**config.mk**
```make
export PLATFORM = sky130hd
export DESIGN_NAME = mem_register_read_pipe
export DESIGN_NICKNAME = d
export VERILOG_FILES = /design/src/rtl/mem_register_read_pipe_pkg.sv /design/src/rtl/mem_register_read_pipe_flush.sv /design/src/rtl/mem_register_read_pipe.sv
export SDC_FILE = /design/constraint.sdc
export NUM_CORES = 1
export LEC_CHECK = 0
export BUFFER_PORTS_ARGS = -buffer_cell sky130_fd_sc_hd__buf_2
export CAP_MARGIN = 20
export CORE_AREA = 2 2 292 294
export DETAILED_ROUTE_END_ITERATION = 16
export DIE_AREA = 0 0 294 296
export PLACE_DENSITY = 0.5
export SYNTH_ARGS = -nofsm -noshare
export SYNTH_HDL_FRONTEND = slang
export SYNTH_SLANG_ARGS = --single-unit
```
**constraint.sdc**
```tcl
create_clock -name clk -period 34.8 [get_ports clk]
set_input_delay 6.96 -clock clk [delete_from_list [all_inputs] [get_ports clk]]
set_output_delay 6.96 -clock clk [all_outputs]
set_load 0.02 [all_outputs]
```
**src/rtl/mem_register_read_pipe_pkg.sv**
```systemverilog
`default_nettype none
// +----------------------------------------------------------------------------+
// | mem_register_read_pipe_pkg : shared types for the memory register-read pipe |
// | Revision 1.0                                                               |
// +----------------------------------------------------------------------------+
package mem_register_read_pipe_pkg;

  typedef enum logic [1:0] {
    OOT_REG = 2'd0,
    OOT_IMM = 2'd1,
    OOT_PC  = 2'd2
  } OperandType;

  // The unused raw encoding 3 behaves as a register operand.
  function automatic OperandType decode_opnd_type(input logic [1:0] raw);
    case (raw)
      2'd1:    return OOT_IMM;
      2'd2:    return OOT_PC;
      default: return OOT_REG;
    endcase
  endfunction

endpackage
`default_nettype wire

```
**src/rtl/mem_register_read_pipe_flush.sv**
```systemverilog
`default_nettype none
// +----------------------------------------------------------------------------+
// | flush_range_detector : active-list range check for selective flush         |
// | Revision 1.0                                                               |
// +----------------------------------------------------------------------------+
module flush_range_detector #(
  parameter int AL_PTR_W = 6
) (
  input  logic                fl_active,
  input  logic                fl_all,
  input  logic [AL_PTR_W-1:0] fl_head,
  input  logic [AL_PTR_W-1:0] fl_tail,
  input  logic [AL_PTR_W-1:0] ptr,
  output logic                flush
);

  logic in_range;

  // head > tail means the range wraps past the top of the pointer space.
  always_comb begin
    if (fl_head <= fl_tail) begin
      in_range = (ptr >= fl_head) && (ptr < fl_tail);
    end else begin
      in_range = (ptr >= fl_head) || (ptr < fl_tail);
    end
    flush = fl_active && (fl_all || in_range);
  end

endmodule
`default_nettype wire

```
**src/rtl/mem_register_read_pipe.sv**
```systemverilog
`default_nettype none
// +----------------------------------------------------------------------------+
// | mem_register_read_pipe : multi-lane register-read stage of the memory pipe |
// | Revision 1.0                                                               |
// +----------------------------------------------------------------------------+
module mem_register_read_pipe
  import mem_register_read_pipe_pkg::*;
#(
  parameter int LANES     = 2,
  parameter int RF_LAT    = 2,
  parameter int DATA_W    = 32,
  parameter int ADDR_W    = 32,
  parameter int PREG_W    = 7,
  parameter int AL_PTR_W  = 6,
  parameter int PAYLOAD_W = 64
) (
  input  logic                        clk,
  input  logic                        rst,
  input  logic                        stall,
  input  logic                        clear,
  input  logic [LANES-1:0]            in_valid,
  input  logic [LANES*PAYLOAD_W-1:0]  in_payload,
  input  logic [LANES*AL_PTR_W-1:0]   in_al_ptr,
  input  logic [LANES*PREG_W-1:0]     in_src_a,
  input  logic [LANES*PREG_W-1:0]     in_src_b,
  input  logic [LANES*2-1:0]          in_type_a,
  input  logic [LANES*2-1:0]          in_type_b,
  input  logic [LANES*DATA_W-1:0]     in_imm,
  input  logic [LANES*ADDR_W-1:0]     in_pc,
  input  logic [LANES-1:0]            in_replay,
  input  logic [LANES-1:0]            in_is_div,
  input  logic                        fl_active,
  input  logic                        fl_all,
  input  logic [AL_PTR_W-1:0]         fl_head,
  input  logic [AL_PTR_W-1:0]         fl_tail,
  output logic [LANES*PREG_W-1:0]     rf_addr_a,
  output logic [LANES*PREG_W-1:0]     rf_addr_b,
  input  logic [LANES*(DATA_W+1)-1:0] rf_data_a,
  input  logic [LANES*(DATA_W+1)-1:0] rf_data_b,
  output logic [LANES-1:0]            out_valid,
  output logic [LANES*PAYLOAD_W-1:0]  out_payload,
  output logic [LANES*(DATA_W+1)-1:0] out_opnd_a,
  output logic [LANES*(DATA_W+1)-1:0] out_opnd_b,
  output logic [LANES-1:0]            out_replay,
  output logic [LANES-1:0]            div_release
);

  typedef struct packed {
    logic [PAYLOAD_W-1:0] payload;
    logic [AL_PTR_W-1:0]  al_ptr;
    logic [PREG_W-1:0]    src_a;
    logic [PREG_W-1:0]    src_b;
    OperandType           type_a;
    OperandType           type_b;
    logic [DATA_W-1:0]    imm;
    logic [DATA_W-1:0]    pc;
    logic                 replay;
    logic                 is_div;
  } MemRrStageEntry;

  typedef struct packed {
    logic              valid;
    logic [DATA_W-1:0] data;
  } MemRrOperand;

  function automatic MemRrOperand sel_operand(
    input OperandType        t,
    input logic [DATA_W:0]   rf,
    input logic [DATA_W-1:0] imm,
    input logic [DATA_W-1:0] pc
  );
    MemRrOperand o;
    case (t)
      OOT_IMM: o = '{valid: 1'b1, data: imm};
      OOT_PC:  o = '{valid: 1'b1, data: pc};
      default: o = MemRrOperand'(rf);
    endcase
    return o;
  endfunction

  MemRrStageEntry stage_q  [RF_LAT][LANES];
  MemRrStageEntry stage_d  [RF_LAT][LANES];
  logic           valid_q  [RF_LAT][LANES];
  logic           valid_d  [RF_LAT][LANES];
  logic           stg_flush[RF_LAT][LANES];
  logic           in_flush [LANES];
  MemRrStageEntry in_entry [LANES];

  for (genvar l = 0; l < LANES; l++) begin : g_lane
    flush_range_detector #(.AL_PTR_W(AL_PTR_W)) u_in_flush (
      .fl_active (fl_active),
      .fl_all    (fl_all),
      .fl_head   (fl_head),
      .fl_tail   (fl_tail),
      .ptr       (in_al_ptr[l*AL_PTR_W +: AL_PTR_W]),
      .flush     (in_flush[l])
    );
    for (genvar k = 0; k < RF_LAT; k++) begin : g_stage
      flush_range_detector #(.AL_PTR_W(AL_PTR_W)) u_stg_flush (
        .fl_active (fl_active),
        .fl_all    (fl_all),
        .fl_head   (fl_head),
        .fl_tail   (fl_tail),
        .ptr       (stage_q[k][l].al_ptr),
        .flush     (stg_flush[k][l])
      );
    end
  end

  always_comb begin
    for (int l = 0; l < LANES; l++) begin
      in_entry[l].payload = in_payload[l*PAYLOAD_W +: PAYLOAD_W];
      in_entry[l].al_ptr  = in_al_ptr[l*AL_PTR_W +: AL_PTR_W];
      in_entry[l].src_a   = in_src_a[l*PREG_W +: PREG_W];
      in_entry[l].src_b   = in_src_b[l*PREG_W +: PREG_W];
      in_entry[l].type_a  = decode_opnd_type(in_type_a[l*2 +: 2]);
      in_entry[l].type_b  = decode_opnd_type(in_type_b[l*2 +: 2]);
      in_entry[l].imm     = in_imm[l*DATA_W +: DATA_W];
      in_entry[l].pc      = DATA_W'(in_pc[l*ADDR_W +: ADDR_W]);
      in_entry[l].replay  = in_replay[l];
      in_entry[l].is_div  = in_is_div[l];
    end
  end

  // Flushed ops are dropped in place while stalled, or simply not carried forward on advance.
  always_comb begin
    stage_d = stage_q;
    valid_d = valid_q;
    if (clear) begin
      for (int k = 0; k < RF_LAT; k++)
        for (int l = 0; l < LANES; l++)
          valid_d[k][l] = 1'b0;
    end else if (stall) begin
      for (int k = 0; k < RF_LAT; k++)
        for (int l = 0; l < LANES; l++)
          valid_d[k][l] = valid_q[k][l] & ~stg_flush[k][l];
    end else begin
      for (int l = 0; l < LANES; l++) begin
        stage_d[0][l] = in_entry[l];
        valid_d[0][l] = in_valid[l] & ~in_flush[l];
        for (int k = 1; k < RF_LAT; k++) begin
          stage_d[k][l] = stage_q[k-1][l];
          valid_d[k][l] = valid_q[k-1][l] & ~stg_flush[k-1][l];
        end
      end
    end
  end

  always_ff @(posedge clk) begin
    if (rst) begin
      for (int k = 0; k < RF_LAT; k++)
        for (int l = 0; l < LANES; l++)
          valid_q[k][l] <= 1'b0;
    end else begin
      valid_q <= valid_d;
    end
    stage_q <= stage_d;
  end

  always_comb begin
    out_valid   = '0;
    out_replay  = '0;
    out_payload = '0;
    out_opnd_a  = '0;
    out_opnd_b  = '0;
    rf_addr_a   = '0;
    rf_addr_b   = '0;
    div_release = '0;
    for (int l = 0; l < LANES; l++) begin
      logic rel;
      out_valid[l]  = valid_q[RF_LAT-1][l] & ~stall & ~clear & ~rst & ~stg_flush[RF_LAT-1][l];
      out_replay[l] = out_valid[l] & stage_q[RF_LAT-1][l].replay;
      out_payload[l*PAYLOAD_W +: PAYLOAD_W] = stage_q[RF_LAT-1][l].payload;
      out_opnd_a[l*(DATA_W+1) +: DATA_W+1] = sel_operand(stage_q[RF_LAT-1][l].type_a,
          rf_data_a[l*(DATA_W+1) +: DATA_W+1], stage_q[RF_LAT-1][l].imm, stage_q[RF_LAT-1][l].pc);
      out_opnd_b[l*(DATA_W+1) +: DATA_W+1] = sel_operand(stage_q[RF_LAT-1][l].type_b,
          rf_data_b[l*(DATA_W+1) +: DATA_W+1], stage_q[RF_LAT-1][l].imm, stage_q[RF_LAT-1][l].pc);
      rf_addr_a[l*PREG_W +: PREG_W] = stage_q[0][l].src_a;
      rf_addr_b[l*PREG_W +: PREG_W] = stage_q[0][l].src_b;
      // A divider op flushed on its way into S1 never occupies a stage, so release it here.
      rel = in_valid[l] & in_is_div[l] & in_flush[l] & ~stall & ~clear;
      for (int k = 0; k < RF_LAT; k++)
        rel = rel | (valid_q[k][l] & stage_q[k][l].is_div & (stg_flush[k][l] | clear));
      div_release[l] = rel & ~rst;
    end
  end

endmodule
`default_nettype wire
```
# Word level (Yosys, flattened, before mapping)
# Index checks and enable logic that the tools add are counted.
dict set report totals {
  regBits 592
  in_bits 460
  out_inout_bits 294
}
dict set report op_classes {
  order_cmp 13
  n_eq_ne 16
  muxes 15
  bitwise 51
  reduce_logical 26
}
# operator count
set op_table {}
lappend op_table {{33-bit one-hot mux with 2 select lines} 4}
lappend op_table {{6-bit greater-or-equal comparator} 6}
lappend op_table {{6-bit < comparator} 6}
lappend op_table {{1-bit AND} 34}
lappend op_table {{2-bit by 1-bit equality test with 1-bit output, second input constant} 8}
lappend op_table {{2-bit equality test, second input constant} 8}
lappend op_table {{2-bit one-hot mux with 2 select lines} 4}
lappend op_table {{1-bit logical AND} 12}
lappend op_table {{1-bit logical OR} 12}
lappend op_table {{1-bit NOT} 9}
lappend op_table {{1-bit bitwise OR} 8}
lappend op_table {{6-bit <= comparator} 1}
lappend op_table {{1-bit two-way mux} 6}
lappend op_table {{4-bit two-way mux} 1}
lappend op_table {{2-bit AND reduction} 1}
lappend op_table {{2-bit OR reduction} 1}

# Logic depth before layout (Yosys ltp)
dict set report logic_depth {
  word_depth 11
  mapped_depth 9
}

# Cells and area by module
# Synthesis repeated with hierarchy kept, for this count alone.
dict set report hier_totals {
  cells_unflattened 1560
  area_unflattened_um2 24176.9
}
# mod instances cells_each area_per_inst_um2 seq_area_each_um2
set by_module_without_submodules {}
lappend by_module_without_submodules {mem_register_read_pipe 1 1242 21617.0 17737.0}
lappend by_module_without_submodules {flush_range_detector 6 53 426.7 0.0}

# Least setup slack after synthesis
# OpenSTA, ideal clock, no wires.
dict set report synth_path {
  kind {input port to flip-flop}
  from {input port stall}
  to {register stage_q (netlist bit out_payload[0]), enable pin}
  setup_ns 1.562
  t_arrival_ns 31.507
  required_ns 33.238
  path_slack_ns 1.731
  stages 2
  path_cell_list {clkbuf_1 -> nor2_1}
}
dict set report synth_via {
  elab_chain_len 2
}
# element line_no
set synth_lines {}
lappend synth_lines {{start: declaration} mem_register_read_pipe.sv:19} ;# input logic stall,
lappend synth_lines {{1-bit NOT (no source line)} -}
lappend synth_lines {{2-bit AND reduction (no source line)} -}
lappend synth_lines {{end signal: assignment} mem_register_read_pipe.sv:157} ;# stage_q <= stage_d;
lappend synth_lines {{end: declaration} mem_register_read_pipe.sv:81} ;# MemRrStageEntry stage_q [RF_LAT][LANES];
# Every way passes these cells.
# A chain may end at the register's enable or synchronous reset.

# Final worst setup path
dict set report layout_path {
  from {input port fl_tail[3]}
  to {output port out_replay[1]}
}
dict set report layout_via {
  elab_chain_len 8
  word_cells_on_any_way 10
  classes_between {2 x order compare; 1 x mux; 3 x bitwise; 4 x reduce/logical}
}
# element line_no
set layout_lines {}
lappend layout_lines {{start: declaration} mem_register_read_pipe.sv:35} ;# input logic [AL_PTR_W-1:0] fl_tail,
lappend layout_lines {{6-bit < comparator} {mem_register_read_pipe_flush.sv:22, mem_register_read_pipe_flush.sv:24}}
lappend layout_lines {{1-bit logical OR / 1-bit logical AND (equally long branches)} {mem_register_read_pipe_flush.sv:24, mem_register_read_pipe_flush.sv:22}}
lappend layout_lines {{1-bit two-way mux (*)} mem_register_read_pipe_flush.sv:21} ;# if (fl_head <= fl_tail) begin
lappend layout_lines {{1-bit logical OR (*)} mem_register_read_pipe_flush.sv:26} ;# flush = fl_active && (fl_all || in_range);
lappend layout_lines {{1-bit logical AND (*)} mem_register_read_pipe_flush.sv:26}
lappend layout_lines {{1-bit NOT (*)} mem_register_read_pipe.sv:171} ;# out_valid[l] = valid_q[RF_LAT-1][l] & ~stall & ~clear & ~rst & ~stg_flush[RF_LAT-1][l];
lappend layout_lines {{1-bit AND (*)} mem_register_read_pipe.sv:171}
lappend layout_lines {{1-bit AND (*)} mem_register_read_pipe.sv:172} ;# out_replay[l] = out_valid[l] & stage_q[RF_LAT-1][l].replay;
lappend layout_lines {{end: declaration} mem_register_read_pipe.sv:44} ;# output logic [LANES-1:0] out_replay,
# Every way passes the cells marked *; elsewhere a longest branch is shown, timed or not.

==> impl_results.md <==
- Fillers: 8200
- Slowest Stage Delay on Critical Path: 0.49 ns
- Vias in the first global route: 14400
- CTS buffer count: 69
- CP max FO: 7
- Critical path's most frequent cell: buf_2
- Final Hold Viols: 0
- Worst path top cell family by delay: compound AO/OA/AOI/OAI gates
- Total GRT Usage: 14.2%
- Site Rows: 107
- Max Slew Vio Count: 0
- Crit start category: primary input
- Initial antenna violation count: 20
- Share of total power in combinational logic: 7.8%
- RSZ-0062 raised after global routing: no
- Starting Density: 27.7%
- Clk_lat worst skew: 0.62 ns
- Async S/R FF share, synth: 0%
- Multi-input gate area: 4090 sq um
- DRC viols: 0
- Fin crit period: 16.39 ns
- Unique masters post-synth: 47
- Core Box Area: 84200 sq um
- Leak: 0.0115 uW
- Dpl cell area: 27200 sq um
- Area growth syn-to-layout: 26.5%
- Drt pass-1 iters: 6
- Sw frac: 23.6%
- Reg area: 17700 sq um
- Fin Hold WS: 0.408 ns
- Post-DP HPWL: 48000 um
- Post-synth top area share: 75.8%
- Max Freq: 61.0 MHz
- Die area: 87000 sq um
- Total number of vias: 14300
- Max-Cap Viols: 0
- Largest net degree at the start of global routing: 176
- Final setup viols: 0
- Clock sinks: 592
- VDD IR-drop max: 44.9 uV
- Io pins: 754
- Syn Nets: 1989
- Area leader, netlist: edfxtp_1
- Core Util, Final: 35.0%
- Avg Cell Area, Syn: 16.1 sq um
- CP endpoint kind: output port
- Final wirelength: 64900 um
- Die width: 294 um
- Critical path start-end classification: in2out
- Arrival time at the worst endpoint: 9.43 ns
- Die height: 296 um
- Syn Std Cell Area: 23300 sq um
- Synth Instances: 1449
- Slowest stage cell, crit path: a2111oi_0
- Routed Antenna Nets: 0
- H-tree depth: 3
- Total global routing overflow: 0
- Post-DR wirelength/cell: 20.1 um
- Worst hold path type: reg2reg
- Main synth FF type: edfxtp_1
- CP required: 27.84 ns
- Max_slew headroom: 25.6%
- Nets@finish: 2616
- R2R setup slack: 32.40 ns
- Clock buffer depth: 3
- EDFF count, synth: 588
- Worst-Margin Slew: 1.12 ns
- Status: complete, no violations
- Clock Power Share: 42.4%
- Layout cells sized above 1: 41.4%
- Top post-synthesis cells by area: edfxtp_1 76%, buf_4 5.0%, ha_1 4.3%
- Net switching power: 398 uW
- First-pass GRT wire length: 91100 um
- Pwr Density: 57.1 nW/um^2
- Yosys warns: 0
- Final Cell Area: 29500 sq um
- Worst path bufs/invs: 3
- Post-CTS Resized: 0
- Detailed Route Iter0 Violations: 808
- Sequential power share: 49.9%
- Root Driver: clkbuf_16
- Avg Vias per Cell: 4.43
- Post-CTS Hold Buffers: 0
- Gp weighted congestion: 0.897
- Seq/Total Area, Yosys: 76.2%
- Clock tree from TritonCTS: built
- Setup Fix Bufs, Post-CTS: 0
- Period utilisation layout: 47.1%
- Setup Total Neg Slack: 0 ns
- CTS clk-pin slew, worst paths: 0.06 ns
- Synthesized flop and latch total: 592
- Clock Skew: 0.0377 ns
- Int Power: 1290 uW
- Critical Path, Cell by Cell: buf_2, inv_1, ha_1, a2111oi_0, a21oi_1, maj3_1, a31oi_1, nor2_1, and2_1, buf_2
- Number of buffers added on ports: 753
-- synthesized netlist by cell type, drive strengths merged (4+ instances only) --
cell type / count
dfxtp: 4
a21oi: 18
buf: 156
nand3: 4
edfxtp: 588
inv: 31
maj3: 6
o211ai: 4
a21o: 5
ha: 80
nand2: 141
a22oi: 128
nand2b: 12
o21ai: 143
nand3b: 4
o21a: 8
a211oi: 5
nor2: 10
nor2b: 11
clkbuf: 53
-- layout by cell type, fill, tap and decap left out, drive strengths merged, types with 11 or more instances in the layout --
master / instances
clkbuf: 78
a22oi: 128
o21ai: 143
nand2b: 12
edfxtp: 588
inv: 36
ha: 80
nor2b: 11
a21oi: 18
nand2: 141
clkinv: 33
buf: 765
-- cells by family (layout without fill, tap and decap cells) --
| family | Yosys count | in the layout | share of synthesized area (%) |
|---|---|---|---|
| other | 0 | 6 | 0 |
| and+or+nand+nor | 197 | 197 | 3.69 |
| buffers and inverters | 240 | 919 | 6.38 |
| adders and majority gates | 86 | 86 | 4.57 |
| AOI/OAI and AO/OA | 334 | 334 | 9.20 |
| DFF | 592 | 592 | 76.2 |
-- path summary, 6_finish.rpt --
check / start / endpoint / cells after the start
hold / removal: stage_q[425]$_DFFE_PP_ / out_payload[91]$_DFFE_PP_ / 0
setup reg to reg: stage_q[87]$_DFFE_PP_ / valid_q[0]$_SDFF_PP0_ / 7
setup / recovery: fl_tail[3] / out_replay[1] / 10
hold reg to reg: stage_q[425]$_DFFE_PP_ / out_payload[91]$_DFFE_PP_ / 0
-- power groups by stage --
stage	Sequential (uW)	Clock [uW]	Combinational (uW)
finish	839	713	131
global route	843	765	144
CTS	840	738	133
detailed placement	854	0	133
global placement	853	0	131
floorplan	878	0	75.8
-- layout make-up --
| type | instances | area share [%] |
|---|---|---|
| Antenna cell | 6 | 0.0510 |
| Clock buffer | 78 | 5.97 |
| Clock inverter | 45 | 1.73 |
| Inverter | 31 | 0.395 |
| Multi-Input combinational cell | 617 | 13.9 |
| Sequential cell | 592 | 60.2 |
| Tap cell | 1090 | 4.63 |
| Timing Repair Buffer | 765 | 13.1 |
-- flip-flops by register name, summed over array words and instances (netlist names) --
signal       flops
stage_q        432
valid_q          4
out_payload    128
rf_addr_a       14
rf_addr_b       14
-- per-stage QoR --
step / setup WS, ns / power (uW) / instances
global route: 18.33 / 1750 / 3221
finish: 18.41 / 1680 / 3224
detailed placement: 18.44 / 987 / 3095
global placement: 18.43 / 983 / 3095
floorplan: 1.73 / 953 / 1449
CTS: 18.42 / 1710 / 3218
-- routing by layer --
metal / track usage (%) / wire (um)
met1: 16.2 / 24300
met2: 24.4 / 32900
met3: 5.07 / 5510
met4: 5.15 / 1960
met5: 0 / 172
Note: power is estimated with default switching activity, not from simulation.
